`src/rtl/fetch_pkg.sv`:
```
// fetch_pkg: shared types and constants for the instruction-fetch stage.
//   - PC_W / INSTR_W / LUT_IDX_W : address, machine-word and LUT-index widths
//   - HALT_CODE                  : machine word that ends a program
//   - fetch_state_t              : fetch FSM states
//   - fetch_regs_t               : fetch datapath registers
//   - BRANCH_TABLE               : branch-target table produced by the assembler flow
//   - pc_inc()                   : PC increment, wraps modulo 2^PC_W
package fetch_pkg;

    localparam int PC_W      = 10;
    localparam int INSTR_W   = 9;
    localparam int LUT_IDX_W = 5;
    localparam int LUT_DEPTH = 1 << LUT_IDX_W;

    localparam logic [INSTR_W-1:0] HALT_CODE = 9'h1FF;

    typedef enum logic [1:0] {
        IDLE   = 2'd0,
        PRIME  = 2'd1,
        RUN    = 2'd2,
        HALTED = 2'd3
    } fetch_state_t;

    // pc       : next address to fetch
    // instr_pc : address of the word currently on Rom_data
    // vld      : word on Rom_data is on the correct path (cleared for the squash bubble)
    typedef struct packed {
        logic [PC_W-1:0] pc;
        logic [PC_W-1:0] instr_pc;
        logic            vld;
    } fetch_regs_t;

    // Branch-target table, index 31 first. Entry i holds i*8, except the last
    // entry, which points near the top of the address space.
    localparam logic [LUT_DEPTH-1:0][PC_W-1:0] BRANCH_TABLE = {
        10'h3FE, 10'h0F0, 10'h0E8, 10'h0E0, 10'h0D8, 10'h0D0, 10'h0C8, 10'h0C0,
        10'h0B8, 10'h0B0, 10'h0A8, 10'h0A0, 10'h098, 10'h090, 10'h088, 10'h080,
        10'h078, 10'h070, 10'h068, 10'h060, 10'h058, 10'h050, 10'h048, 10'h040,
        10'h038, 10'h030, 10'h028, 10'h020, 10'h018, 10'h010, 10'h008, 10'h000
    };

    function automatic logic [PC_W-1:0] pc_inc(input logic [PC_W-1:0] pc);
        return pc + PC_W'(1);
    endfunction

endpackage

```
`src/rtl/branch_lut.sv`:
```
// branch_lut: combinational branch-target lookup.
//   target_idx : in  LUT_IDX_W  table index from the resolving branch
//   target     : out PC_W       branch target address
module branch_lut
    import fetch_pkg::*;
(
    input  logic [LUT_IDX_W-1:0] target_idx,
    output logic [PC_W-1:0]      target
);

    assign target = BRANCH_TABLE[target_idx];

endmodule

```
`src/rtl/fetch_unit.sv`:
```
// fetch_unit: instruction-fetch stage feeding the control decoder.
// Owns the PC, drives a synchronous ROM (1-cycle read latency), handles
// stall, taken-branch redirect with a one-bubble squash, and the Start/Done
// run handshake.
//   Clk          : in  clock, rising edge
//   Reset        : in  synchronous, active-high
//   Start        : in  run request pulse, honoured in IDLE / HALTED
//   Stall        : in  downstream not consuming, hold current instruction
//   Branch_taken : in  taken branch resolved for the current Instr
//   Target_idx   : in  branch-target table index
//   Rom_addr     : out ROM read address
//   Rom_data     : in  ROM word, valid the cycle after Rom_addr
//   Instr        : out word to decode (Rom_data)
//   Instr_valid  : out Instr is live and not squashed
//   Instr_pc     : out address Instr was fetched from
//   Prog_ctr     : out current PC register
//   Done         : out high while HALTED
module fetch_unit
    import fetch_pkg::*;
#(
    parameter logic [PC_W-1:0] START_ADDR = '0
) (
    input  logic                 Clk,
    input  logic                 Reset,
    input  logic                 Start,
    input  logic                 Stall,
    input  logic                 Branch_taken,
    input  logic [LUT_IDX_W-1:0] Target_idx,
    output logic [PC_W-1:0]      Rom_addr,
    input  logic [INSTR_W-1:0]   Rom_data,
    output logic [INSTR_W-1:0]   Instr,
    output logic                 Instr_valid,
    output logic [PC_W-1:0]      Instr_pc,
    output logic [PC_W-1:0]      Prog_ctr,
    output logic                 Done
);

    fetch_state_t    state, state_nxt;
    fetch_regs_t     r, r_nxt;
    logic [PC_W-1:0] br_target;
    logic            live;
    logic            consume;
    logic            halt_hit;
    logic            br_hit;

    branch_lut u_lut (
        .target_idx (Target_idx),
        .target     (br_target)
    );

    // A word is consumed only when it is live and downstream takes it.
    // Halt beats a same-cycle branch; squashed words can neither halt nor branch.
    assign live     = (state == RUN) && r.vld;
    assign consume  = live && !Stall;
    assign halt_hit = consume && (Rom_data == HALT_CODE);
    assign br_hit   = consume && Branch_taken && !halt_hit;

    // ---------------- state register ----------------
    always_ff @(posedge Clk) begin
        if (Reset) state <= IDLE;
        else       state <= state_nxt;
    end

    // ---------------- next state ----------------
    always_comb begin
        state_nxt = state;
        case (state)
            IDLE:    if (Start) state_nxt = PRIME;
            PRIME:   state_nxt = RUN;
            RUN:     if (halt_hit) state_nxt = HALTED;
            HALTED:  if (Start) state_nxt = PRIME;
            default: state_nxt = IDLE;
        endcase
    end

    // ---------------- datapath next values ----------------
    always_comb begin
        r_nxt = r;
        case (state)
            IDLE, HALTED: begin
                if (Start) begin
                    r_nxt.pc  = START_ADDR;
                    r_nxt.vld = 1'b0;
                end
            end
            PRIME: begin
                r_nxt.instr_pc = r.pc;
                r_nxt.pc       = pc_inc(r.pc);
                r_nxt.vld      = 1'b1;
            end
            RUN: begin
                if (halt_hit) begin
                    r_nxt.vld = 1'b0;
                end else if (!Stall) begin
                    // The sequential word already in flight becomes the bubble
                    // on a redirect; the target arrives one cycle after it.
                    r_nxt.instr_pc = r.pc;
                    r_nxt.pc       = br_hit ? br_target : pc_inc(r.pc);
                    r_nxt.vld      = !br_hit;
                end
            end
            default: r_nxt = r;
        endcase
    end

    always_ff @(posedge Clk) begin
        if (Reset) r <= '0;
        else       r <= r_nxt;
    end

    // ---------------- outputs ----------------
    // While stalled the held address is re-read so Rom_data (and Instr) stay put.
    always_comb begin
        Rom_addr    = (state == RUN && Stall) ? r.instr_pc : r.pc;
        Instr       = Rom_data;
        Instr_valid = live;
        Instr_pc    = r.instr_pc;
        Prog_ctr    = r.pc;
        Done        = (state == HALTED);
    end

endmodule

```
`config.mk`:
```
export PLATFORM = sky130hd
export DESIGN_NAME = fetch_unit
export DESIGN_NICKNAME = d
export VERILOG_FILES = /design/src/rtl/fetch_pkg.sv /design/src/rtl/branch_lut.sv /design/src/rtl/fetch_unit.sv
export SDC_FILE = /design/constraint.sdc
export NUM_CORES = 1
export LEC_CHECK = 0
export ABC_CLOCK_PERIOD_IN_PS = 4900
export CAP_MARGIN = 20
export CORE_MARGIN = 1.5
export CORE_UTILIZATION = 25
export DETAILED_ROUTE_END_ITERATION = 7
export GPL_TIMING_DRIVEN = 1
export SYNTH_ARGS = -nofsm -noshare
export SYNTH_HDL_FRONTEND = slang
export SYNTH_SLANG_ARGS = --single-unit
```
`constraint.sdc`:
```
create_clock -name Clk -period 4.9 [get_ports Clk]
set_input_delay 0.98 -clock Clk [delete_from_list [all_inputs] [get_ports Clk]]
set_output_delay 0.98 -clock Clk [all_outputs]
set_load 0.01 [all_outputs]
```
Yosys cells after proc, flatten, opt, wreduce, memory -nomap -nowiden

Memory sizes are Yosys's and may differ from the RTL's.
Index checks and enable logic that the tools add are counted.

Add/sub/neg operators: 1
$lt $le $gt $ge: 1
Equality and inequality tests: 9
Muxes and demuxes: 14
Reduce and logical (&&, ||, !) cells: 16

Operator list:

| cell                  | number |
|---|---|
| $mux 10               | 4 |
| $pmux 10 s3           | 1 |
| $mux 21               | 1 |
| $mux 20               | 1 |
| $pmux 10 s2           | 1 |
| $add 10x1->10 const B | 1 |
| $eq 9x9->1 const B    | 1 |
| $logic_and 1x1->1     | 6 |
| $lt 5x6->1 const B    | 1 |
| $ne 2x2->1 const B    | 3 |
| $pmux 2 s3            | 1 |
| $reduce_and 3->1      | 2 |
| $eq 2x2->1 const B    | 2 |
| $mux 2                | 2 |
| $reduce_and 2->1      | 2 |
| $logic_not 1->1       | 3 |
| $ne 3x3->1 const B    | 1 |
| $pmux 1 s3            | 1 |
| $eq 2x1->1 const B    | 1 |
| $logic_not 2->1       | 1 |
| $mux 1                | 2 |
| $ne 2x1->1 const B    | 1 |
| $reduce_bool 2->1     | 1 |
| $reduce_or 2->1       | 1 |

Register bits: 23
Memory bits (read-only): 320
Bits of input ports: 19
Output and inout port bits: 41
Word-level logic and storage cells: 46
Memories kept: 1

Memory list:

| memory          | words | width | rd ports | clocked after Yosys merged registers in | wr ports | RTL line         | text |
|---|---|---|---|---|---|---|---|
| (no name shown) | 32    | 10    | 1        | 0                                       | 0        | branch_lut.sv:11 | `assign target = BRANCH_TABLE[target_idx];` |

Depth between registers and ports, before layout

Word-level depth: 10
Mapped depth: 9
Depth with buffers taken out: 7

Modules after synthesis

A second synthesis with hierarchy kept.

Cell total of the unflattened synthesis: 229
Area total of the unflattened synthesis: 1700.4 sq um

By module, submodules not included:

| module     | times used | cells each | area each (sq um) | sequential area each (sq um) |
|---|---|---|---|---|
| fetch_unit | 1          | 216        | 1616.6            | 460.4 |
| branch_lut | 1          | 13         | 83.8              | 0.0 |

Worst setup path before layout

No wires, ideal clock.

Kind: input port to output port
Start point: in Stall
End point: out Rom_addr[0]
Arrival time: 1.828 ns
Required time: 3.920 ns
Path slack: 2.092 ns
Cell stages on the path: 3
Path buffers: 1
Cells stage by stage: nand2_1 -> buf_1 -> mux2_2

Longest elaborated chain between the ends: 2

RTL lines:

| element           | RTL line          | text |
|---|---|---|
| from (decl)       | fetch_unit.sv:26  | `input logic Stall,` |
| $logic_and 1x1->1 | fetch_unit.sv:114 | `Rom_addr = (state == RUN && Stall) ? r.instr_pc : r.pc;` |
| $mux 10           | fetch_unit.sv:114 |  |
| to (decl)         | fetch_unit.sv:29  | `output logic [PC_W-1:0] Rom_addr,` |

No other way between the ends.

Final worst setup path

Start point: in Stall
End point: out Rom_addr[8]

Same word-level chain as after synthesis.

==> metrics.md <==
| Metric | Value |
|---|---|
| Pwr Density | `around 340 nW/µm²` |
| Post-Syn Nets | `225` |
| Post-synth top area share | `28.7%` |
| Post-route core utilization | `33.2%` |
| Worst Path Required | `3920 ps` |
| Cts hold-fix bufs | `0` |
| Mapped Avg Cell Area | `around 8.0 µm²` |
| Tcrit/Tclk final | `77.3%` |
| Worst slew pin tran | `946 ps` |
| Ant diodes | `0` |
| Synth area leader | `dfxtp_1` |
| R2R Path End | `Prog_ctr[7]$_SDFFE_PP0P_` |
| Detailed Place HPWL | `2790 µm` |
| Input/output buffers | `59` |
| Nets | `251` |
| Htree depth | `1` |
| Clock Tree Root | `clkbuf_8` |
| Sequential fraction of the synthesis area | `28.7%` |
| Grt peak-use layer | `met2` |
| Worst Path Arrival | `roughly 2800 ps` |
| Max Freq | `264 MHz` |
| Worst Hold End | `Instr_pc[4]$_SDFFE_PP0P_` |
| Setup TNS | `0 ps` |
| WL/cell | `12.9 µm` |
| Num CTS Buffers | `3` |
| Lkg Pwr | `0.000715 µW` |
| Core area | `roughly 6300 µm²` |
| Clock sink total | `23` |
| Post-CTS Setup Bufs | `0` |
| First-pass GRT wire length | `6430 µm` |
| Syn Std Cell Area | `1610 µm²` |
| Clock buffer depth | `2` |
| Crit path time final | `3790 ps` |
| Commonest non-fill, non-tap cell in the layout | `clkdlybuf4s50_1` |
| Met1 GRT Util | `14.7%` |
| Layout area overhead | `29.6%` |
| Drt via density | `4.83` |
| Kind of critical path | `in -> out` |
| Antenna violations before repair | `0` |
| Worst hold path class | `reg -> reg` |
| Die Ht | `83.2 µm` |
| Fin. max-slew vios | `0` |
| Skew-Pair Late Insertion Delay | `270 ps` |
| Routed WL | `3920 µm` |
| Die Wd | `83.2 µm` |
| Synth cell types | `37` |
| Yosys warns | `0` |
| Status | `finished, final reports clean` |
| Crit path launch type | `input port` |
| Number of max-cap violations | `0` |
| Top area cells in the synthesized netlist | `dfxtp_1 (29%), buf_4 (14%), a21oi_1 (7.5%)` |
| Ports | `60` |
| CTS tree | `yes` |
| RR Startpoint | `state[0]$_SDFFE_PP0P_` |
| #FFs+latches synth | `23` |
| Vias post-DR | `1463` |
| Num rows | `29` |
| Share of cells above drive strength 1 | `9.29%` |
| First-pass detailed-route iteration total | `4` |
| Hold path start | `Instr_pc[4]$_SDFFE_PP0P_` |
| Total gr overflow | `0` |
| Clock slew at reported path FFs | `around 80 ps` |
| Reg2reg path depth | `7` |
| Initial Utilization | `about 26%` |
| DRC viols | `0` |
| Post-synthesis cell count | `201` |
| Met3 Track Usage GR | `2.39%` |
| Worst vdd ir | `between 0.1 and 0.15 mV` |
| CP endpoint kind | `output port` |
| Headroom to the max-slew limit | `36.8%` |
| Number of global-route vias before repair | `1298` |
| Gpl congestion | `0.760` |
| GRT Total Usage | `11.5%` |
| Final setup fails | `0` |
| Final Skew | `~8 ps` |
| DR iter-0 viols | `93` |
| Commonest cells after routing, fill and taps aside | `clkdlybuf4s50_1 (59), nand2_1 (25), a21oi_1 (24)` |
| Worst-path fanout max | `13` |
| Final Hold Viols | `0` |
| Largest net degree at the start of global routing | `25` |
| Routed Antenna Nets | `0` |
| R2R Setup Slk | `1980 ps` |
| RSZ-0062 raised after global routing | `false` |
| WHS Path Cells | `2` |
| DIE AREA | `6920 µm²` |
| Met2 Usage GRT | `19.7%` |
| Cts repair resizes | `0` |
-- logic make-up (layout without fill, tap and decap cells) --
kind of cell	count (synthesis)	count (layout)	share of synthesized area, %
compound gates	47	47	18.7
simple gates	68	68	21.5
flops	23	23	28.7
mux	11	11	7.63
buf+inv	43	68	17.4
xor+xnor	4	4	2.18
fa+ha+maj	5	5	3.89
-- cell usage after synthesis --
| library cell | number |
|---|---|
| mux2_2 | 10 |
| o31ai_1 | 1 |
| buf_2 | 2 |
| o21ai_1 | 1 |
| a311oi_1 | 1 |
| a31oi_1 | 2 |
| inv_1 | 4 |
| a211oi_2 | 3 |
| and3_1 | 4 |
| a22oi_1 | 5 |
| mux2i_1 | 1 |
| a31oi_2 | 1 |
| ha_1 | 5 |
| buf_6 | 1 |
| xnor2_1 | 4 |
| nand4b_1 | 1 |
| a2bb2oi_1 | 1 |
| and2_1 | 5 |
| or4_1 | 2 |
| nor4_2 | 1 |
| nor3_1 | 4 |
| nand3_1 | 6 |
| nor2b_1 | 2 |
| o21a_1 | 1 |
| buf_4 | 29 |
| o21ai_0 | 5 |
| nand3_2 | 1 |
| nand2b_1 | 3 |
| nand4_1 | 3 |
| a21oi_1 | 24 |
| nor2_1 | 9 |
| dfxtp_1 | 23 |
| a221oi_1 | 2 |
| nand2_1 | 25 |
| clkbuf_1 | 6 |
| buf_1 | 1 |
| nand3b_1 | 2 |
-- worst max path at each step --
stage	start	to
after floorplan	Stall	Rom_addr[0]
final	Stall	Rom_addr[8]
after global routing	Stall	Rom_addr[5]
after global placement	Stall	Rom_addr[0]
after detailed placement	Stall	Rom_addr[8]
after CTS	Stall	Rom_addr[5]
-- sequential cells by signal (all words and copies together), names as in the netlist --
| signal | cells |
|---|---|
| Prog_ctr | 10 |
| state | 2 |
| r | 1 |
| Instr_pc | 10 |
-- routing by layer --
metal / share of wire [%] / wire length, µm / vias to the layer above
met1: 46 / 1790 / 691
met2: 50 / 1940 / 34
li1: - / - / 733
met5: 0 / 0 / -
met4: 0.97 / 38 / 0
met3: 3.9 / 151 / 5
-- final cells by class --
cell class              instances  area, µm²
repair buffers                 60        598
inverters                       4       15.0
clock inverters                 1       5.00
multi-input cells             135        866
flip-flops and latches         23        460
well taps                      77       96.3
clock buffers                   3       41.3
fillers                       657       4200
-- through the flow --
stage	instances	power [µW]	hold WS (ps)	worst slack, ps	instance area [µm²]
detailed placement	299	585	463	1100	2040
CTS	303	712	475	1100	2080
floorplan	201	484	447	2090	1610
finish	303	700	471	1110	2080
global placement	299	582	456	1100	2040
global route	303	755	502	1000	2080
-- power by group --
group	internal, µW	total (µW)	switching, µW	leakage, µW
clock network	57.0	123	65.9	0.0000255
logic	131	354	223	0.000503
registers	203	223	19.1	0.000186
total	391	700	308	0.000715
-- worst max-delay path, stage by stage --
cell and delay [ps]:
clkdlybuf4s50_1 430, nand2_1 520, mux2_2 400, clkdlybuf4s50_1 480
Power figures use the tool's default switching activity.
